==> src/rtl/reset_seq_pkg.sv <==
// Shared types and helpers for the power-on reset sequencer.
package reset_seq_pkg;

  typedef enum logic [1:0] {
    HOLD,
    RUN,
    WAIT_ACK,
    DONE
  } rs_state_e;

  localparam int unsigned RS_CNT_W_DEFAULT = 26;
  localparam int unsigned RS_MAX_CH        = 16;
  localparam int unsigned RS_MAX_CNT_W     = 32;
  localparam int unsigned RS_MAX_DW        = RS_MAX_CH * RS_MAX_CNT_W;

  // Extract stage k's delay from a packed table of cnt_w-wide entries; 0 reads as 1.
  function automatic logic [31:0] f_delay(input logic [RS_MAX_DW-1:0] delays,
                                          input int unsigned          k,
                                          input int unsigned          cnt_w);
    logic [31:0] mask;
    logic [31:0] d;
    mask = (cnt_w >= 32) ? '1 : ((32'd1 << cnt_w) - 32'd1);
    d    = 32'(delays >> (k * cnt_w)) & mask;
    if (d == '0) begin
      d = 32'd1;
    end
    return d;
  endfunction

endpackage

==> src/rtl/sync_2ff.sv <==
// Two-flop synchroniser for asynchronous level inputs, reset to 0.
module sync_2ff #(
  parameter int unsigned W = 1
) (
  input  logic         i_clk,
  input  logic         i_rst_n,
  input  logic [W-1:0] i_d,
  output logic [W-1:0] o_q
);

  logic [W-1:0] meta_d, meta_q;
  logic [W-1:0] sync_d, sync_q;

  // Next values of the two synchroniser stages.
  always_comb begin
    meta_d = i_d;
    sync_d = meta_q;
  end

  // Synchroniser flops.
  always_ff @(posedge i_clk or negedge i_rst_n) begin
    if (!i_rst_n) begin
      meta_q <= '0;
      sync_q <= '0;
    end else begin
      meta_q <= meta_d;
      sync_q <= sync_d;
    end
  end

  assign o_q = sync_q;

endmodule

==> src/rtl/reset_sequencer.sv <==
// Power-on reset sequencer: releases N_CH active-low resets one at a time,
// each after its own delay and optionally after an acknowledge with timeout.
module reset_sequencer
  import reset_seq_pkg::*;
#(
  parameter int unsigned           N_CH     = 5,
  parameter int unsigned           CNT_W    = RS_CNT_W_DEFAULT,
  parameter logic [N_CH*CNT_W-1:0] DELAY    = {N_CH{CNT_W'(21'h1FFFFF)}},
  parameter logic [N_CH-1:0]       ACK_MASK = '0,
  parameter logic [31:0]           TIMEOUT  = 32'((64'd1 << CNT_W) - 64'd1)
) (
  input  logic                         i_clk,
  input  logic                         i_rst_n,
  input  logic                         i_restart,
  input  logic [N_CH-1:0]              i_ack,
  output logic [N_CH-1:0]              o_rst_n,
  output logic                         o_done,
  output logic [$clog2(N_CH+1)-1:0]    o_stage,
  output logic [N_CH-1:0]              o_fault
);

  localparam int unsigned      SW      = $clog2(N_CH + 1);
  localparam logic [CNT_W-1:0] TO_TERM = CNT_W'(TIMEOUT - 32'd1);
  localparam logic [SW-1:0]    LAST    = SW'(N_CH - 1);

  if (N_CH < 1 || N_CH > RS_MAX_CH) begin : g_bad_n_ch
    $error("reset_sequencer: N_CH out of range 1..16");
  end
  if (CNT_W < 1 || CNT_W > RS_MAX_CNT_W) begin : g_bad_cnt_w
    $error("reset_sequencer: CNT_W out of range 1..32");
  end
  if (TIMEOUT == 32'd0 || 64'(TIMEOUT) >= (64'd1 << CNT_W)) begin : g_bad_timeout
    $error("reset_sequencer: TIMEOUT must be in 1..2**CNT_W-1");
  end

  // Terminal counter value per stage (clamped delay minus one), constant.
  logic [CNT_W-1:0] term_tab [N_CH];
  for (genvar k = 0; k < N_CH; k++) begin : g_term
    assign term_tab[k] = CNT_W'(f_delay(RS_MAX_DW'(DELAY), k, CNT_W) - 32'd1);
  end

  logic [N_CH-1:0] ack_sync;

  sync_2ff #(
    .W(N_CH)
  ) u_ack_sync (
    .i_clk  (i_clk),
    .i_rst_n(i_rst_n),
    .i_d    (i_ack),
    .o_q    (ack_sync)
  );

  rs_state_e        state_d, state_q;
  logic [CNT_W-1:0] cnt_d, cnt_q;
  logic [SW-1:0]    stage_d, stage_q;
  logic [N_CH-1:0]  rst_d, rst_q;
  logic             done_d, done_q;
  logic [N_CH-1:0]  fault_d, fault_q;

  logic [CNT_W-1:0] term_sel;
  logic             ack_sel;
  logic             need_ack;
  logic             release_now;
  logic             timed_out;

  // Next-state logic; HOLD with restart low behaves as RUN cycle 1 of stage 0.
  always_comb begin
    state_d     = state_q;
    cnt_d       = cnt_q;
    stage_d     = stage_q;
    rst_d       = rst_q;
    done_d      = done_q;
    fault_d     = fault_q;
    term_sel    = '0;
    ack_sel     = 1'b0;
    need_ack    = 1'b0;
    release_now = 1'b0;
    timed_out   = 1'b0;

    for (int unsigned i = 0; i < N_CH; i++) begin
      if (SW'(i) == stage_q) begin
        term_sel = term_tab[i];
        ack_sel  = ack_sync[i];
        need_ack = ACK_MASK[i];
      end
    end

    unique case (state_q)
      HOLD, RUN: begin
        state_d = RUN;
        if (cnt_q == term_sel) begin
          cnt_d = '0;
          if (!need_ack || ack_sel) begin
            release_now = 1'b1;
          end else begin
            state_d = WAIT_ACK;
          end
        end else begin
          cnt_d = cnt_q + CNT_W'(1);
        end
      end
      WAIT_ACK: begin
        if (ack_sel) begin
          release_now = 1'b1;
          cnt_d       = '0;
        end else if (cnt_q == TO_TERM) begin
          release_now = 1'b1;
          timed_out   = 1'b1;
          cnt_d       = '0;
        end else begin
          cnt_d = cnt_q + CNT_W'(1);
        end
      end
      DONE: begin
      end
    endcase

    if (release_now) begin
      for (int unsigned i = 0; i < N_CH; i++) begin
        if (SW'(i) == stage_q) begin
          rst_d[i] = 1'b1;
          if (timed_out) begin
            fault_d[i] = 1'b1;
          end
        end
      end
      stage_d = stage_q + SW'(1);
      if (stage_q == LAST) begin
        state_d = DONE;
        done_d  = 1'b1;
      end else begin
        state_d = RUN;
      end
    end

    if (i_restart) begin
      state_d = HOLD;
      cnt_d   = '0;
      stage_d = '0;
      rst_d   = '0;
      done_d  = 1'b0;
      fault_d = '0;
    end
  end

  // Sequencer state and registered outputs.
  always_ff @(posedge i_clk or negedge i_rst_n) begin
    if (!i_rst_n) begin
      state_q <= RUN;
      cnt_q   <= '0;
      stage_q <= '0;
      rst_q   <= '0;
      done_q  <= 1'b0;
      fault_q <= '0;
    end else begin
      state_q <= state_d;
      cnt_q   <= cnt_d;
      stage_q <= stage_d;
      rst_q   <= rst_d;
      done_q  <= done_d;
      fault_q <= fault_d;
    end
  end

  assign o_rst_n = rst_q;
  assign o_done  = done_q;
  assign o_stage = stage_q;
  assign o_fault = fault_q;

endmodule

==> config.mk <==
export PLATFORM = sky130hd
export DESIGN_NAME = reset_sequencer
export DESIGN_NICKNAME = d
export VERILOG_FILES = /design/src/rtl/reset_seq_pkg.sv /design/src/rtl/sync_2ff.sv /design/src/rtl/reset_sequencer.sv
export SDC_FILE = /design/constraint.sdc
export NUM_CORES = 1
export LEC_CHECK = 0
export BUFFER_PORTS_ARGS = -buffer_cell sky130_fd_sc_hd__buf_2
export CORE_MARGIN = 3
export CORE_UTILIZATION = 50
export DETAILED_ROUTE_END_ITERATION = 10
export GPL_ROUTABILITY_DRIVEN = 0
export GPL_TIMING_DRIVEN = 0
export PLACE_DENSITY = 0.78
export RECOVER_POWER = 50
export SYNTH_ARGS = -nofsm -noshare
export SYNTH_HDL_FRONTEND = slang
export SYNTH_SLANG_ARGS = --single-unit
==> constraint.sdc <==
create_clock -name i_clk -period 5.3 [get_ports i_clk]
set_clock_uncertainty 0.05 [all_clocks]
set_input_delay 0.795 -clock i_clk [delete_from_list [all_inputs] [get_ports i_clk]]
set_output_delay 0.795 -clock i_clk [all_outputs]
set_load 0.05 [all_outputs]
==> metrics.md, run 1 <==
| Metric | Value |
|---|---|
| Instance count of the mapped netlist | `296` |
| CP arrival | `3.07 ns` |
| Number of remaining DRC errors | `0` |
| Post-CTS sizing | `0` |
| CTS tree | `done` |
| Share of cells above drive strength 1 | `around an eighth` |
| Syn Area/Cell | `about 9.0 um^2` |
| Setup TNS | `0 ns` |
| Die Width | `79.1 um` |
| Final Max Slew Viols | `52` |
| # clock sinks | `51` |
| Post-DP HPWL | `4440 um` |
| Share of the synthesized area in the top cell type | `46.8%` |
| Critical path type | `reg -> reg` |
| Main area contributors after synthesis | `dfrtp_1, a31oi_1, nand2_1` |
| Pwr/cell area | `235 nW/um^2` |
| Final WL | `around 6500 um` |
| Peak VDD IR | `between 0.0001 and 0.00015 V` |
| Synth top cells by count | `dfrtp_1, nand2_1, nand3_1` |
| Sequential element share of the synthesized area | `47.8%` |
| CP max stage delay | `0.47 ns` |
| Postcts setup bufs | `0` |
| WP buf/inv | `2` |
| Vias in the first global route | `2328` |
| Status | `complete, but fails checks` |
| Least-Margin Pin Slew | `2.60 ns` |
| Total Die Area | `6260 um^2` |
| Area leader, netlist | `dfrtp_1` |
| Post-synth ARST share | `100%` |
| P&R area growth vs syn | `11.0%` |
| First-pass GRT wire length | `11100 um` |
| Fin. Hold Viols | `0` |
| Min-delay worst type | `reg -> reg` |
| Final WS setup | `~2.4 ns` |
| Fin crit share | `approximately 55%` |
| Drt first pass iters | `5` |
| Worst path top cell family by delay | `compound AO/OA/AOI/OAI gates` |
| CP Max Fanout | `10` |
| Clk buf depth | `2` |
| Pre-CTS setup slack | `2.44 ns` |
| Via/cell ratio | `6.14` |
| DRT antenna net count | `0` |
| H-Tree Depth | `2` |
| Failing checks | `max-capacitance violations, max-slew violations` |
| Core area | `4940 um^2` |
| Critical Path RT | `~5.5 ns` |
| Hold depth | `0` |
| Total gr overflow | `0` |
| RR Endpoint | `cnt_q[6]` |
| Cell Chain, Critical Path | `inv_1, ha_1, and3b_1, a2111oi_2, o31a_2, o221a_2, clkbuf_1, nand3_1, a31oi_1` |
| Top-count cell post-synth | `dfrtp_1` |
| Wirelength per Cell | `16.6 um` |
| Root Buffer | `clkbuf_8` |
| Fin Hold WS | `0.309 ns` |
| Antenna Cells | `0` |
| Row cnt | `25` |
| Tot Pwr | `0.698 mW` |
| Endpoints failing setup | `0` |
| Worst-Skew Late Latency | `0.31 ns` |
| Total GRT Usage | `22.7%` |
| Worst r2r path cells | `9` |
| Leak | `1.17 nW` |
| Worst Hold Path EP | `u_ack_sync.o_q[4]` |
| Routed vias | `~2.4k` |
| Worst rel slew slack | `-73.1%` |
| Yosys cell types | `39` |
| Min cycle time layout | `2.91 ns` |
| Setup crit end kind | `flip-flop` |
| CTS Hold Bufs | `0` |
| Flop-to-flop setup slack | `2.39 ns` |
| Hold_sp | `u_ack_sync.meta_q[4]` |
| I/O Pins | `22` |
| Cell Area, Synth | `2670 um^2` |
| CTS Buf Count | `5` |
| Initial antenna violation count | `0` |
| Maxcap violations | `1` |
| Clock transition at path regs | `0.09 ns` |
| Initial core utilization | `54.1%` |
| DR iter-0 viols | `roughly 240` |
| Slowest-stage cell, CP | `clkbuf_1` |
| Synth Register Bits | `51` |
| Synth warn | `0` |
| Setup crit start kind | `flip-flop` |
| Pin count of the biggest net entering global routing | `between 50 and 60` |
| Final net count | `338` |
| Syn_nets | `311` |
| Post-synth EDFFs | `0` |
| Worst r2r src | `o_stage[0]` |
| RSZ-0062 raised after global routing | `no` |
| Die H | `79.1 um` |
| Fmax | `between 0.3 and 0.4 GHz` |
| Primary FF master, synth | `dfrtp_1` |
| IO buf count | `20` |
==> placed cells by master (no fill, tap or decap), types with 2 or more instances in the layout <==
cell      count
and2_1        4
nand2_1      44
nand3b_1      4
o21ai_0       3
inv_1         5
clkbuf_8      5
or3_1         3
nor2_1       24
nor4_1        8
or4_1        18
nand4b_1      3
nor3_1        5
dfrtp_1      50
nand2b_1      2
nand4_1       7
and4_1        3
ha_1          7
clkbuf_1     14
a31oi_1      27
or2_2         3
buf_2        21
a21oi_1      11
nand3_1      32
and3_1        3
==> state kept, by name, summed over array words and instances, names as in the netlist <==
| register | flops |
|---|---|
| u_ack_sync.o_q | 5 |
| state_q | 2 |
| o_fault | 5 |
| o_done | 1 |
| o_rst_n | 4 |
| o_stage | 3 |
| cnt_q | 26 |
| u_ack_sync.meta_q | 5 |
==> metal layers <==
metal  vias up  part of all wire, %  track usage [%]
met4         0                  2.5             10.8
met5         -                    0                0
met2        89                   45             33.5
met3        14                  6.9             4.76
met1      1146                   46             32.0
li1       1151                    -                -
==> cells by family (layout without fill, tap and decap cells) <==
| logic type | Yosys count | count (layout) | synth area share, % |
|---|---|---|---|
| compound gates | 49 | 49 | 12.6 |
| simple gates | 165 | 165 | 32.2 |
| fa+ha+maj | 7 | 7 | 3.28 |
| flops | 51 | 51 | 47.8 |
| xor+xnor | 1 | 1 | 0.328 |
| buf+inv | 23 | 51 | 3.79 |
==> worst register-to-register path, delay by kind of cell (launching register included) <==
kind	cells	cell delay [ns]
adder cells (fa/ha/maj)	1	0.28
flip-flops	1	0.41
buffers and inverters	2	0.58
AND/OR/NAND/NOR	2	0.37
AO/OA/AOI/OAI	4	1.14
==> per-stage QoR <==
stage	util, %	cells	cell area [um^2]
after CTS	60.0	391	2970
after floorplan	-	296	2670
after detailed placement	57.8	383	2860
final	60.0	391	2960
after global placement	57.8	383	2860
after global routing	60.0	391	2960
==> report_power, final <==
group	internal (mW)	switching, mW
clock network	0.141	0.129
registers	0.395	0.00520
logic	0.00874	0.0189
total	0.545	0.153
==> how the worst max path moves through the flow <==
stage                           from          to  slack [ns]  cells past startpoint
after floorplan           o_stage[0]   cnt_q[10]        2.36                      9
after global placement    o_stage[1]    cnt_q[7]        2.49                      9
after detailed placement  o_stage[0]    cnt_q[7]        2.44                      9
after CTS                 o_stage[0]    cnt_q[6]        2.42                      9
after global routing         i_rst_n  state_q[1]        1.95                      1
final                     o_stage[0]    cnt_q[6]        2.39                      9
==> layout make-up <==
class / instances / area (um^2)
plain buffers: 18 / 82.6
clock inverters: 2 / 37.5
well taps: 67 / 83.8
fillers: 462 / 1980
inverters: 5 / 18.8
clock buffers: 6 / 72.6
flip-flops and latches: 51 / 1280
multi-input cells: 222 / 1290
repair buffers: 20 / 98.8
(Power assumes the default switching activity.)
==> run 2, diff against run 1 <==
ABC_AREA = 1   (was unset)
PLACE_DENSITY = 0.8   (was 0.78)
clock period = 2.5 ns   (was 5.3 ns; I/O delays follow)
==> run 2 against run 1 <==
  * The flow now finishes without violations
  * Design area is 16% higher
  * Core utilization down 2.7 points
  * Die area rose by 16%
  * Sequential cell count stayed put
  * Worst setup slack got worse by 2.0 ns
  * Total power up 140%
  * First-iteration DRC count is 33% lower
  * Largest power group unchanged
  * Highest routed layer unchanged
==> metrics.md, run 2 <==
| Metric | Value |
|---|---|
| Status | `finished clean` |
| H-Tree Depth | `2 (unchanged)` |
| Most common cell after layout, fill and taps aside | `nand2_1` |
| Synth warn | `0 (unchanged)` |
| Slowest-stage cell, CP | `dfrtp_1` |
| # clock sinks | `51 (unchanged)` |
| Via/cell ratio | `5.17 (-16%)` |
| Main area contributors after synthesis | `dfrtp_1, nand2_1, inv_1` |
| Cell Chain, Critical Path | `ha_1, ha_1, nor2_1, nand3_1, nor2_1, nand2_1, nand2_1, nand3_1, nand3_2, buf_6, o21ai_2` |
| Initial antenna violation count | `0 (unchanged)` |
| Final instance area | `3430 um^2 (+16%)` |
| Min cycle time layout | `2.11 ns (-0.799 ns)` |
| Worst rel slew slack | `17.1% (+90 points)` |
| Vias in the first global route | `2485 (+6.7%)` |
| Worst-Skew Late Latency | `0.31 ns (about the same)` |
| Post-DP Area | `3320 um^2 (+16%)` |
| Initial core utilization | `52.1% (-1.9 points)` |
| Max reg flops | `26 (unchanged)` |
| Total Die Area | `7230 um^2 (+16%)` |
| Share of the synthesized area in the top cell type | `40.1% (-6.8 points)` |
| Total GRT Usage | `18.5% (-4.2 points)` |
| Die H | `85.0 um (+7.5%)` |
| CP Max Fanout | `10 (unchanged)` |
| Wirelength per Cell | `13.0 um (-22%)` |
| Total gr overflow | `0 (unchanged)` |
| Critical Path RT | `2.65 ns (-2.82 ns)` |
| I/O Pins | `22 (unchanged)` |
| P&R area growth vs syn | `9.94%` |
| Critical path type | `reg -> reg` |
| Synth Register Bits | `51 (unchanged)` |
| Setup crit start kind | `flip-flop` |
| Most frequent cells in the layout | `nand2_1, dfrtp_1, inv_1` |
| DRT antenna net count | `0 (unchanged)` |
| Fin. Hold Viols | `0 (unchanged)` |
| Peak VDD IR | `0.000381 V (+160%)` |
| CTS Buf Count | `5 (unchanged)` |
| RSZ-0062 raised after global routing | `no` |
| Placed insts | `473 (+23%)` |
| Share of cells above drive strength 1 | `26.8% (+15 points)` |
| Postcts setup bufs | `0 (unchanged)` |
| Non-Filler Instances | `481 (+23%)` |
| Fmax | `0.474 GHz (+38%)` |
| Layout Utilization | `57.3% (-2.7 points)` |
| Post-synth EDFFs | `0 (unchanged)` |
| Final net count | `420 (+24%)` |
| CTS tree | `done` |
| Final WS setup | `0.391 ns (-2.00 ns)` |
| Antenna Cells | `0 (unchanged)` |
| Min-delay worst type | `in -> reg` |
| Least-Margin Pin Slew | `1.24 ns (-1.35 ns)` |
| Synth top cells by count | `nand2_1, dfrtp_1, inv_1` |
| Area leader, netlist | `dfrtp_1` |
| Endpoints failing setup | `0 (unchanged)` |
| Root Buffer | `clkbuf_8` |
| Maxcap violations | `0 (-1)` |
| Sequential element share of the synthesized area | `40.9% (-6.9 points)` |
| CP max stage delay | `0.44 ns (-0.03 ns)` |
| Routed vias | `2488 (+3.7%)` |
| Primary FF master, synth | `dfrtp_1` |
| Pin count of the biggest net entering global routing | `52 (unchanged)` |
| Setup crit end kind | `flip-flop` |
| Core area | `5990 um^2 (+21%)` |
| DR iter-0 viols | `162 (-33%)` |
| Cell Area, Synth | `3120 um^2 (+17%)` |
| Syn Area/Cell | `8.26 um^2 (-8.5%)` |
| Yosys cell types | `34 (-13%)` |
| CP arrival | `2.26 ns (-0.81 ns)` |
| Clock transition at path regs | `0.10 ns (about the same)` |
| Leak | `1.57 nW (+34%)` |
| Row cnt | `28 (+12%)` |
| Worst path top cell family by delay | `simple AND/OR/NAND/NOR gates` |
| Drt first pass iters | `4 (-1)` |
| Biggest register | `cnt_q` |
| Tot Pwr | `1.66 mW (+140%)` |
| Final WL | `6250 um (-3.6%)` |
| CTS Hold Bufs | `0 (unchanged)` |
| Post-synth ARST share | `100% (unchanged)` |
| WP buf/inv | `1 (-1)` |
| Number of remaining DRC errors | `0 (unchanged)` |
| Clk buf depth | `2 (unchanged)` |
| Die Width | `85.0 um (+7.5%)` |
| Top-count cell post-synth | `nand2_1` |
| Pre-CTS setup slack | `0.416 ns (-2.03 ns)` |
| Final Max Slew Viols | `0 (-100%)` |
| Post-DP HPWL | `4610 um (+3.9%)` |
| Setup TNS | `0 ns (unchanged)` |
| Post-CTS sizing | `0 (unchanged)` |
| IO buf count | `20 (unchanged)` |
| Pwr/cell area | `484 nW/um^2 (+110%)` |
| Syn_nets | `393 (+26%)` |
| Instance count of the mapped netlist | `378 (+28%)` |
| Fin Hold WS | `0.118 ns (-0.191 ns)` |
| First-pass GRT wire length | `11000 um (-0.62%)` |
| Fin crit share | `84.4% (+30 points)` |
-- run 2: cell count changes after synthesis, moves of 7 or more --
| cell | change |
|---|---|
| nor2_1 | +9 |
| nand3_1 | -11 |
| nor2_4 | +8 |
| a21oi_1 | -9 |
| nand2_1 | +40 |
| xor2_1 | +14 |
| inv_1 | +40 |
| o21ai_2 | +19 |
| clkbuf_1 | -10 |
| a31oi_1 | -26 |
| nor4_1 | -7 |
| or4_1 | -18 |
| nand2_2 | +17 |
-- run 2: worst paths after layout --
| path | from | to | slack [ns] | cells past startpoint |
|---|---|---|---|---|
| worst max-delay path | o_stage[0] | cnt_q[10] | 0.39 | 11 |
| worst min-delay path | i_ack[1] | u_ack_sync.meta_q[1] | 0.12 | 1 |
| worst max register to register | o_stage[0] | cnt_q[10] | 0.39 | 11 |
| worst min register to register | u_ack_sync.meta_q[4] | u_ack_sync.o_q[4] | 0.30 | 0 |
| max in group asynchronous | i_rst_n | cnt_q[1] | 1.38 | 1 |
| min in group asynchronous | i_rst_n | o_rst_n[0] | 0.26 | 1 |
-- run 2: layer usage --
layer	GRT usage [%]	share of wire [%]	vias to the layer above
met2	30.2	47	61
met3	4.37	5.0	12
met1	24.1	46	1163
li1	-	-	1252
met5	0	0	-
met4	6.62	1.9	0
-- run 2: report_power, final --
part           switching (mW)  internal (mW)  leakage, nW
clock                   0.290          0.304       0.0587
sequential             0.0443          0.855        0.681
combinational           0.106         0.0626        0.829
-- run 2: logic make-up (layout without fill, tap and decap cells) --
| family | after synthesis | after routing | synth area share, % |
|---|---|---|---|
| simple gates | 201 | 201 | 32.9 |
| flops | 51 | 51 | 40.9 |
| xor+xnor | 17 | 17 | 4.77 |
| buf+inv | 61 | 89 | 8.62 |
| fa+ha+maj | 7 | 7 | 2.81 |
| compound gates | 41 | 41 | 10.0 |
-- run 2: layout make-up --
class	count	area, um^2
buffer	10	75.1
clock buffer	5	68.8
clock inverter	3	47.5
fill	544	2560
inverter	51	194
multi-input combinational	266	1580
sequential	51	1280
tap	75	93.8
timing repair buffer	20	100
